## src/rtl/rx_bit_timer_ctrl_if.sv

```systemverilog
// Handshake bundle between the start-bit detector, the bit timer and the
// receive shift register / buffer.
interface rx_bit_timer_ctrl_if;
  logic start_detected;
  logic abort;
  logic serial_in;
  logic shift_strobe;
  logic packet_done;
  logic busy;
  logic framing_error;
  logic parity_error;

  modport master (
    output start_detected, abort, serial_in,
    input  shift_strobe, packet_done, busy, framing_error, parity_error
  );

  modport slave (
    input  start_detected, abort, serial_in,
    output shift_strobe, packet_done, busy, framing_error, parity_error
  );
endinterface

```

## src/rtl/rx_bit_timer_ctrl.sv

```systemverilog
// Receive bit timer: sequences START/DATA/STOP bit periods and strobes the shift register.
// Optional even-parity phase is enabled by defining RX_PARITY_EN.
module rx_bit_timer_ctrl #(
  parameter int CLKS_PER_BIT = 10,
  parameter int SAMPLE_PT    = 5,
  parameter int DATA_BITS    = 8
) (
  input  logic                clk,
  input  logic                n_rst,
  rx_bit_timer_ctrl_if.slave  bus
);

  localparam logic [7:0] CPB = 8'(CLKS_PER_BIT);
  localparam logic [7:0] SPT = 8'(SAMPLE_PT);
  localparam logic [3:0] NDB = 4'(DATA_BITS);

`ifdef RX_PARITY_EN
  typedef enum logic [2:0] {IDLE, START, DATA, PARITY, STOP, DONE} state_t;
`else
  typedef enum logic [2:0] {IDLE, START, DATA, STOP, DONE} state_t;
`endif

  state_t     state, state_n;
  logic [7:0] clk_cnt, clk_n, clk_inc;
  logic [3:0] bit_cnt, bit_n;
  logic       fe, fe_n;
  logic       wrap, at_sample;
`ifdef RX_PARITY_EN
  logic       par, par_n;
  logic       pe, pe_n;
`endif

  assign wrap      = (clk_cnt == CPB);
  assign at_sample = (clk_cnt == SPT);
  assign clk_inc   = wrap ? 8'd1 : clk_cnt + 8'd1;

  always_ff @(posedge clk) begin
    if (!n_rst) begin
      state   <= IDLE;
      clk_cnt <= '0;
      bit_cnt <= '0;
      fe      <= 1'b0;
`ifdef RX_PARITY_EN
      par     <= 1'b0;
      pe      <= 1'b0;
`endif
    end else begin
      state   <= state_n;
      clk_cnt <= clk_n;
      bit_cnt <= bit_n;
      fe      <= fe_n;
`ifdef RX_PARITY_EN
      par     <= par_n;
      pe      <= pe_n;
`endif
    end
  end

  always_comb begin
    state_n = state;
    clk_n   = clk_cnt;
    bit_n   = bit_cnt;
    fe_n    = fe;
`ifdef RX_PARITY_EN
    par_n   = par;
    pe_n    = pe;
`endif
    case (state)
      IDLE: begin
        clk_n = '0;
        if (bus.start_detected) begin
          state_n = START;
          clk_n   = 8'd1;
          bit_n   = '0;
          fe_n    = 1'b0;
`ifdef RX_PARITY_EN
          par_n   = 1'b0;
          pe_n    = 1'b0;
`endif
        end
      end
      START: begin
        clk_n = clk_inc;
        if (wrap) state_n = DATA;
      end
      DATA: begin
        clk_n = clk_inc;
        if (at_sample) begin
          if (bit_cnt != 4'hF) bit_n = bit_cnt + 4'd1;
`ifdef RX_PARITY_EN
          par_n = par ^ bus.serial_in;
`endif
        end
        if (wrap && bit_cnt == NDB) begin
`ifdef RX_PARITY_EN
          state_n = PARITY;
`else
          state_n = STOP;
`endif
        end
      end
`ifdef RX_PARITY_EN
      PARITY: begin
        clk_n = clk_inc;
        if (at_sample && (bus.serial_in ^ par)) pe_n = 1'b1;
        if (wrap) state_n = STOP;
      end
`endif
      STOP: begin
        clk_n = clk_inc;
        // The frame ends at the stop-bit sample point, not the end of the bit,
        // so the receiver can resync on an early next start edge.
        if (at_sample) begin
          if (!bus.serial_in) fe_n = 1'b1;
          state_n = DONE;
          clk_n   = '0;
        end
      end
      DONE: begin
        clk_n   = '0;
        state_n = IDLE;
      end
      default: begin
        state_n = IDLE;
        clk_n   = '0;
      end
    endcase
    if (bus.abort) begin
      state_n = IDLE;
      clk_n   = '0;
      bit_n   = '0;
    end
  end

  assign bus.shift_strobe  = (state == DATA) && at_sample;
  assign bus.packet_done   = (state == DONE);
  assign bus.busy          = (state != IDLE);
  assign bus.framing_error = fe;
`ifdef RX_PARITY_EN
  assign bus.parity_error  = pe;
`else
  assign bus.parity_error  = 1'b0;
`endif

endmodule

```

## src/flat_wrapper.sv

```systemverilog
// flat-port wrapper written by rule: the top's interface ports become plain ports
module rx_bit_timer_ctrl_flat 
#(
  parameter int CLKS_PER_BIT = 10,
  parameter int SAMPLE_PT    = 5,
  parameter int DATA_BITS    = 8
)
  (clk, n_rst, bus_start_detected, bus_abort, bus_serial_in, bus_shift_strobe, bus_packet_done, bus_busy, bus_framing_error, bus_parity_error);
  rx_bit_timer_ctrl_if bus_i ();
  input  logic clk;
  input  logic n_rst;
  input wire logic [$bits(bus_i.start_detected)-1:0] bus_start_detected;
  input wire logic [$bits(bus_i.abort)-1:0] bus_abort;
  input wire logic [$bits(bus_i.serial_in)-1:0] bus_serial_in;
  output wire logic [$bits(bus_i.shift_strobe)-1:0] bus_shift_strobe;
  output wire logic [$bits(bus_i.packet_done)-1:0] bus_packet_done;
  output wire logic [$bits(bus_i.busy)-1:0] bus_busy;
  output wire logic [$bits(bus_i.framing_error)-1:0] bus_framing_error;
  output wire logic [$bits(bus_i.parity_error)-1:0] bus_parity_error;
  assign bus_i.start_detected = bus_start_detected;
  assign bus_i.abort = bus_abort;
  assign bus_i.serial_in = bus_serial_in;
  assign bus_shift_strobe = bus_i.shift_strobe;
  assign bus_packet_done = bus_i.packet_done;
  assign bus_busy = bus_i.busy;
  assign bus_framing_error = bus_i.framing_error;
  assign bus_parity_error = bus_i.parity_error;
  rx_bit_timer_ctrl #(.CLKS_PER_BIT(CLKS_PER_BIT), .SAMPLE_PT(SAMPLE_PT), .DATA_BITS(DATA_BITS)) u_core (.clk(clk), .n_rst(n_rst), .bus(bus_i));
endmodule
```

## config.mk

```make
export PLATFORM = sky130hd
export DESIGN_NAME = rx_bit_timer_ctrl_flat
export DESIGN_NICKNAME = d
export VERILOG_FILES = /design/src/rtl/rx_bit_timer_ctrl_if.sv /design/src/rtl/rx_bit_timer_ctrl.sv /design/src/flat_wrapper.sv
export SDC_FILE = /design/constraint.sdc
export NUM_CORES = 1
export LEC_CHECK = 0
export BUFFER_PORTS_ARGS = -buffer_cell sky130_fd_sc_hd__buf_2
export CAP_MARGIN = 20
export CORE_UTILIZATION = 50
export CTS_CLUSTER_SIZE = 40
export DETAILED_ROUTE_END_ITERATION = 10
export GPL_TIMING_DRIVEN = 0
export HOLD_SLACK_MARGIN = 0.06
export PLACE_DENSITY = 0.85
export SETUP_SLACK_MARGIN = 0.02
export SLEW_MARGIN = 0
export SYNTH_ARGS = -nofsm -noshare
export SYNTH_HDL_FRONTEND = slang
export SYNTH_SLANG_ARGS = --single-unit
```

## constraint.sdc

```tcl
create_clock -name clk -period 1.45 [get_ports clk]
set_input_delay 0.2175 -clock clk [delete_from_list [all_inputs] [get_ports clk]]
set_output_delay 0.2175 -clock clk [all_outputs]
set_load 0.02 [all_outputs]
```

Word level (Yosys, flattened, before mapping):

Index checks and enable logic that the tools add are counted.

* equal/unequal tests: 15
* muxes and demuxes: 17
* bitwise logic cells: 1
* add/subtract/negate cells: 2
* reduce and logical (&&, ||, !) cells: 11

Operator list (number)
* $pmux W8 S3: 1
* $mux W8: 2
* $mux W3: 4
* $mux W4: 3
* $pmux W3 S4: 1
* $reduce_and A4 Y1: 3
* $ne A2 B1 Y1 const B: 5
* $add A8 B1 Y8 const B: 1
* $eq A8 B3 Y1 const B: 1
* $eq A8 B4 Y1 const B: 1
* $pmux W4 S2: 1
* $eq A3 B2 Y1 const B: 2
* $add A4 B1 Y4 const B: 1
* $eq A4 B4 Y1 const B: 1
* $mux W1: 4
* $ne A2 B2 Y1 const B: 2
* $ne A4 B4 Y1 const B: 1
* $reduce_bool A2 Y1: 2
* $reduce_or A2 Y1: 2
* $eq A3 B1 Y1 const B: 1
* $eq A3 B3 Y1 const B: 1
* $logic_not A3 Y1: 1
* $reduce_bool A3 Y1: 1
* $logic_and A1 B1 Y1: 2
* other kinds (2): 2

* flip-flop bits (word level): 16
* word-level logic and storage cells: 50

Logic depth before layout (Yosys ltp):

* depth in word-level cells: 4
* gate-level depth with buffers: 7

Worst setup path after synthesis:

No wires, ideal clock.

* kind: register to register
* start point: reg u_core.clk_cnt[5]
* end point: reg u_core.bit_cnt[3]
* buffers on the path: 0
* clock period less this slack: 1499 ps
* path slack: -49 ps
* data arrival time: 1413 ps
* required time: 1364 ps
* cell stages (with the launch flop): 6
* cells stage by stage: dfxtp_1 -> nor4_4 -> nand3_1 -> inv_1 -> a41oi_1 -> a211oi_1

* cells in the longest elaborated chain, start to end: 3

RTL lines
* start, declared: line rx_bit_timer_ctrl.sv:24 `logic [7:0] clk_cnt, clk_n, clk_inc;`
* start signal, assigned: line rx_bit_timer_ctrl.sv:49 `clk_cnt <= clk_n;`
* $eq A8 B3 Y1: line rx_bit_timer_ctrl.sv:34 `assign at_sample = (clk_cnt == SPT);`
* $ne A2 B1 Y1 (no line)
* $reduce_and A4 Y1 (no line)
* end signal, assigned: line rx_bit_timer_ctrl.sv:50 `bit_cnt <= bit_n;`
* end, declared: line rx_bit_timer_ctrl.sv:25 `logic [3:0] bit_cnt, bit_n;`

Every way passes these cells.
A chain may end at the register's enable or synchronous reset.

Final worst setup path:

* start point: reg u_core.clk_cnt[1]
* end point: reg u_core.clk_cnt[4]

* cells in the longest elaborated chain, start to end: 4
* elaborated cells between the ends (all ways): 6
* classes of those cells: add/sub (1); eq/ne (2); mux (3)

RTL lines
* $add A8 B1 Y8 / $eq A8 B4 Y1 (equally long branches): line rx_bit_timer_ctrl.sv:35, rx_bit_timer_ctrl.sv:33
* $mux W8: line rx_bit_timer_ctrl.sv:35 `assign clk_inc = wrap ? 8'd1 : clk_cnt + 8'd1;`
* $mux W8: line rx_bit_timer_ctrl.sv:113 `if (at_sample) begin`
* $pmux W8 S3 (*): line rx_bit_timer_ctrl.sv:68 `case (state)`

Every way passes the cells marked *; elsewhere a longest branch is shown, timed or not.

==> flow_summary.ini <==
[cells_and_area]
fin_nets = 141
num_antenna_cells = 0
syn_to_final_growth_pct = 38.4
final_area_um2 = 1230
drive_above_1_share = 0.400

[status]
failed_checks = negative setup slack
status = complete, but fails checks

[cts]
ctsHoldBuffers = 0
cts_sinks = 16
clkTransAtPathRegs_ns = 0.10
htreeDepth = 1
tritoncts.num_buffers = 3
cts_root_buffer = clkbuf_4
clk-insertion-delay-late_ns = 0.29
clockBufferDepth = 2
cts_tree = done

[grt]
grt_pass1_wl_um = 3750
grt_max_degree = 11
groute.usage.overall = 0.261
grt_pass1_vias = 829
overflow = 0
grt_antenna_before_repair = 0

[timing]
finalMaxSlewViolations = 0
rsz0062_at_grt = yes
period_minus_slack_ns = 1.65
setup_slack_ns = -0.201
finalClockSkew_ns = 0.00364
hold_ws_ns = 0.241
fmax_ghz = 0.606
hold_viol = 0
fin_crit_sh = 1.14
finalSetupViolCount = 15

[critical_path]
path_class = register to register
startpoint = u_core.clk_cnt[1]
critical_path_arrival_ns = 1.88
path_max_fanout = 7
timing.rr.start = u_core.clk_cnt[1]
r2r_cells = 7
r2r-end = u_core.clk_cnt[4]
r2r_slack_ns = -0.20
cp-end-kind = register
crit_required_ns = 1.67
setup.worst_path.start_class = register

[hold_path]
holdPathEnd = u_core.bus.framing_error
hold_depth = 3
hold_path.class = primary input to register
holdCritStartpoint = n_rst

[power]
leakagePower_nw = 0.508
power.density_nw_per_um2 = 705
p_sw_uw = 226
p_sw_frac = 0.260
p_int_uw = 645
ir_drop_v = 0.000665
pwr-share-clk = 0.352
pwr-share-seq = 0.506
totalPowerFinal_uw = 871
combPwrFrac = 0.141

[routing]
wl_um = 2590
post_drt_wl_per_cell_um = 16.8
viasPerCell = 5.66
drc_errors = 0
num_vias = 872
dr.pass1.iters = 4
ant_nets = 0
drt_iter0_drc = 54

[yosys]
syn_area_um2 = 892
synth_cell_types = 33
synth.largest_area_cell = dfxtp_1
netlist.area_leader.share = 0.359
ys_seq_area_frac = 0.359
yosys_warnings = 0
syn_avg_cell_area_um2 = 8.66
synthArstFlopShare = 0
synth_edf_count = 0
synthTopCellsByArea = dfxtp_1, ha_1, nand3_1
synth_seq_cells = 16
syn_nets = 113
syn_inst = 103
yosysMostFrequentCell = dfxtp_1
synth_ff_type = dfxtp_1
netlist_top_cells_count = dfxtp_1, nand3_1, nor2_1

[floorplan]
row_count = 14
die-area_um2 = 1960
die_w_um = 44.2
start_util = 0.560
core_um2 = 1590
ioPinCount = 10
die_h_um = 44.2

[placement]
dpl.hpwl_um = 1300
port_buffers = 8
place_area_um2 = 963
routabilityCongestion = 0.819

[job]
drv_cap = 0
through the flow:
stage | cells | worst slack [ns] | utilization | setup TNS, ns
6_report | 154 | -0.201 | 0.775 | -1.96
5_1_grt | 154 | -0.249 | 0.775 | -2.70
4_1_cts | 146 | -0.177 | 0.697 | -1.25
3_5_place_dp | 135 | -0.186 | 0.604 | -1.69
3_3_place_gp | 135 | -0.138 | 0.604 | -1.27
2_1_floorplan | 103 | 0.00924 | - | 0
kinds of logic (layout without fill, tap and decap cells):
kind of cell               Yosys count  in the layout  synth area share
AOI/OAI and AO/OA                   11             11            0.0954
xor gates and xnor gates             7              7            0.0687
adders and majority gates            5              5            0.0701
buffers and inverters               11             38            0.0533
DFF                                 16             16             0.359
muxes                                3              3            0.0337
other                                1              1           0.00420
and+or+nand+nor                     49             49             0.316
power groups by stage:
| stage | combinational, mW | sequential (mW) | clock (mW) |
|---|---|---|---|
| floorplan | 0.0606 | 0.457 | 0 |
| global placement | 0.0775 | 0.458 | 0 |
| detailed placement | 0.0807 | 0.458 | 0 |
| CTS | 0.0953 | 0.441 | 0.302 |
| global route | 0.131 | 0.442 | 0.324 |
| finish | 0.123 | 0.441 | 0.307 |
worst max-delay path: stages, from the launching register on:
cell and delay, ns:
dfxtp_4 0.36, inv_2 0.04, ha_1 0.17, and3b_2 0.25
buf_4 0.15, o211ai_1 0.14, o2111ai_2 0.30, nor2_1 0.17
how the worst max path moves through the flow:
stage | end | slack (ns) | cells after the start
floorplan | u_core.bit_cnt[3] | 0.009 | 6
global placement | u_core.state[0] | -0.14 | 4
detailed placement | u_core.state[0] | -0.19 | 4
CTS | u_core.state[0] | -0.18 | 5
global route | u_core.state[0] | -0.25 | 5
finish | u_core.clk_cnt[4] | -0.20 | 7
metal layers:
metal  part of all wire  vias to the layer above  track usage
li1                   -                      416            -
met1               0.44                      408        0.332
met2               0.49                       38        0.426
met3              0.042                       10       0.0327
met4              0.026                        0        0.145
met5                  0                        -            0
cell type report:
cell class                 instances  area, µm²
inverter                           8       32.5
tap                               24       30.0
clock buffer                       4       36.3
fill                              91        359
timing repair buffer              23        163
multi-input combinational         76        601
sequential                        16        339
buffer                             3       33.8
placed cells by master (no fill, tap or decap), types with 2 or more instances in the layout:
master / count
buf_4: 15
nor2_1: 12
nand3_1: 11
dfxtp_1: 9
buf_2: 7
inv_1: 6
nand2_1: 6
xor2_1: 5
ha_1: 5
and3_1: 4
dfxtp_4: 4
buf_6: 3
mux2i_1: 3
nor3_1: 3
clkbuf_4: 3
dfxtp_2: 3
nor3_2: 2
xnor2_1: 2
flip-flops by register name, indices dropped and copies added (netlist names):
name	flops
u_core.clk_cnt	8
u_core.bit_cnt	4
u_core.state	3
u_core.bus.framing_error	1
repair_timing:
item / CTS / global route
pin swaps: 2 / 7
setup buffers: 7 / 8
gates resized for setup: 17 / 18
endpoints found under the setup margin: 15 / 19
No activity file was read; power rests on OpenSTA's default activity.
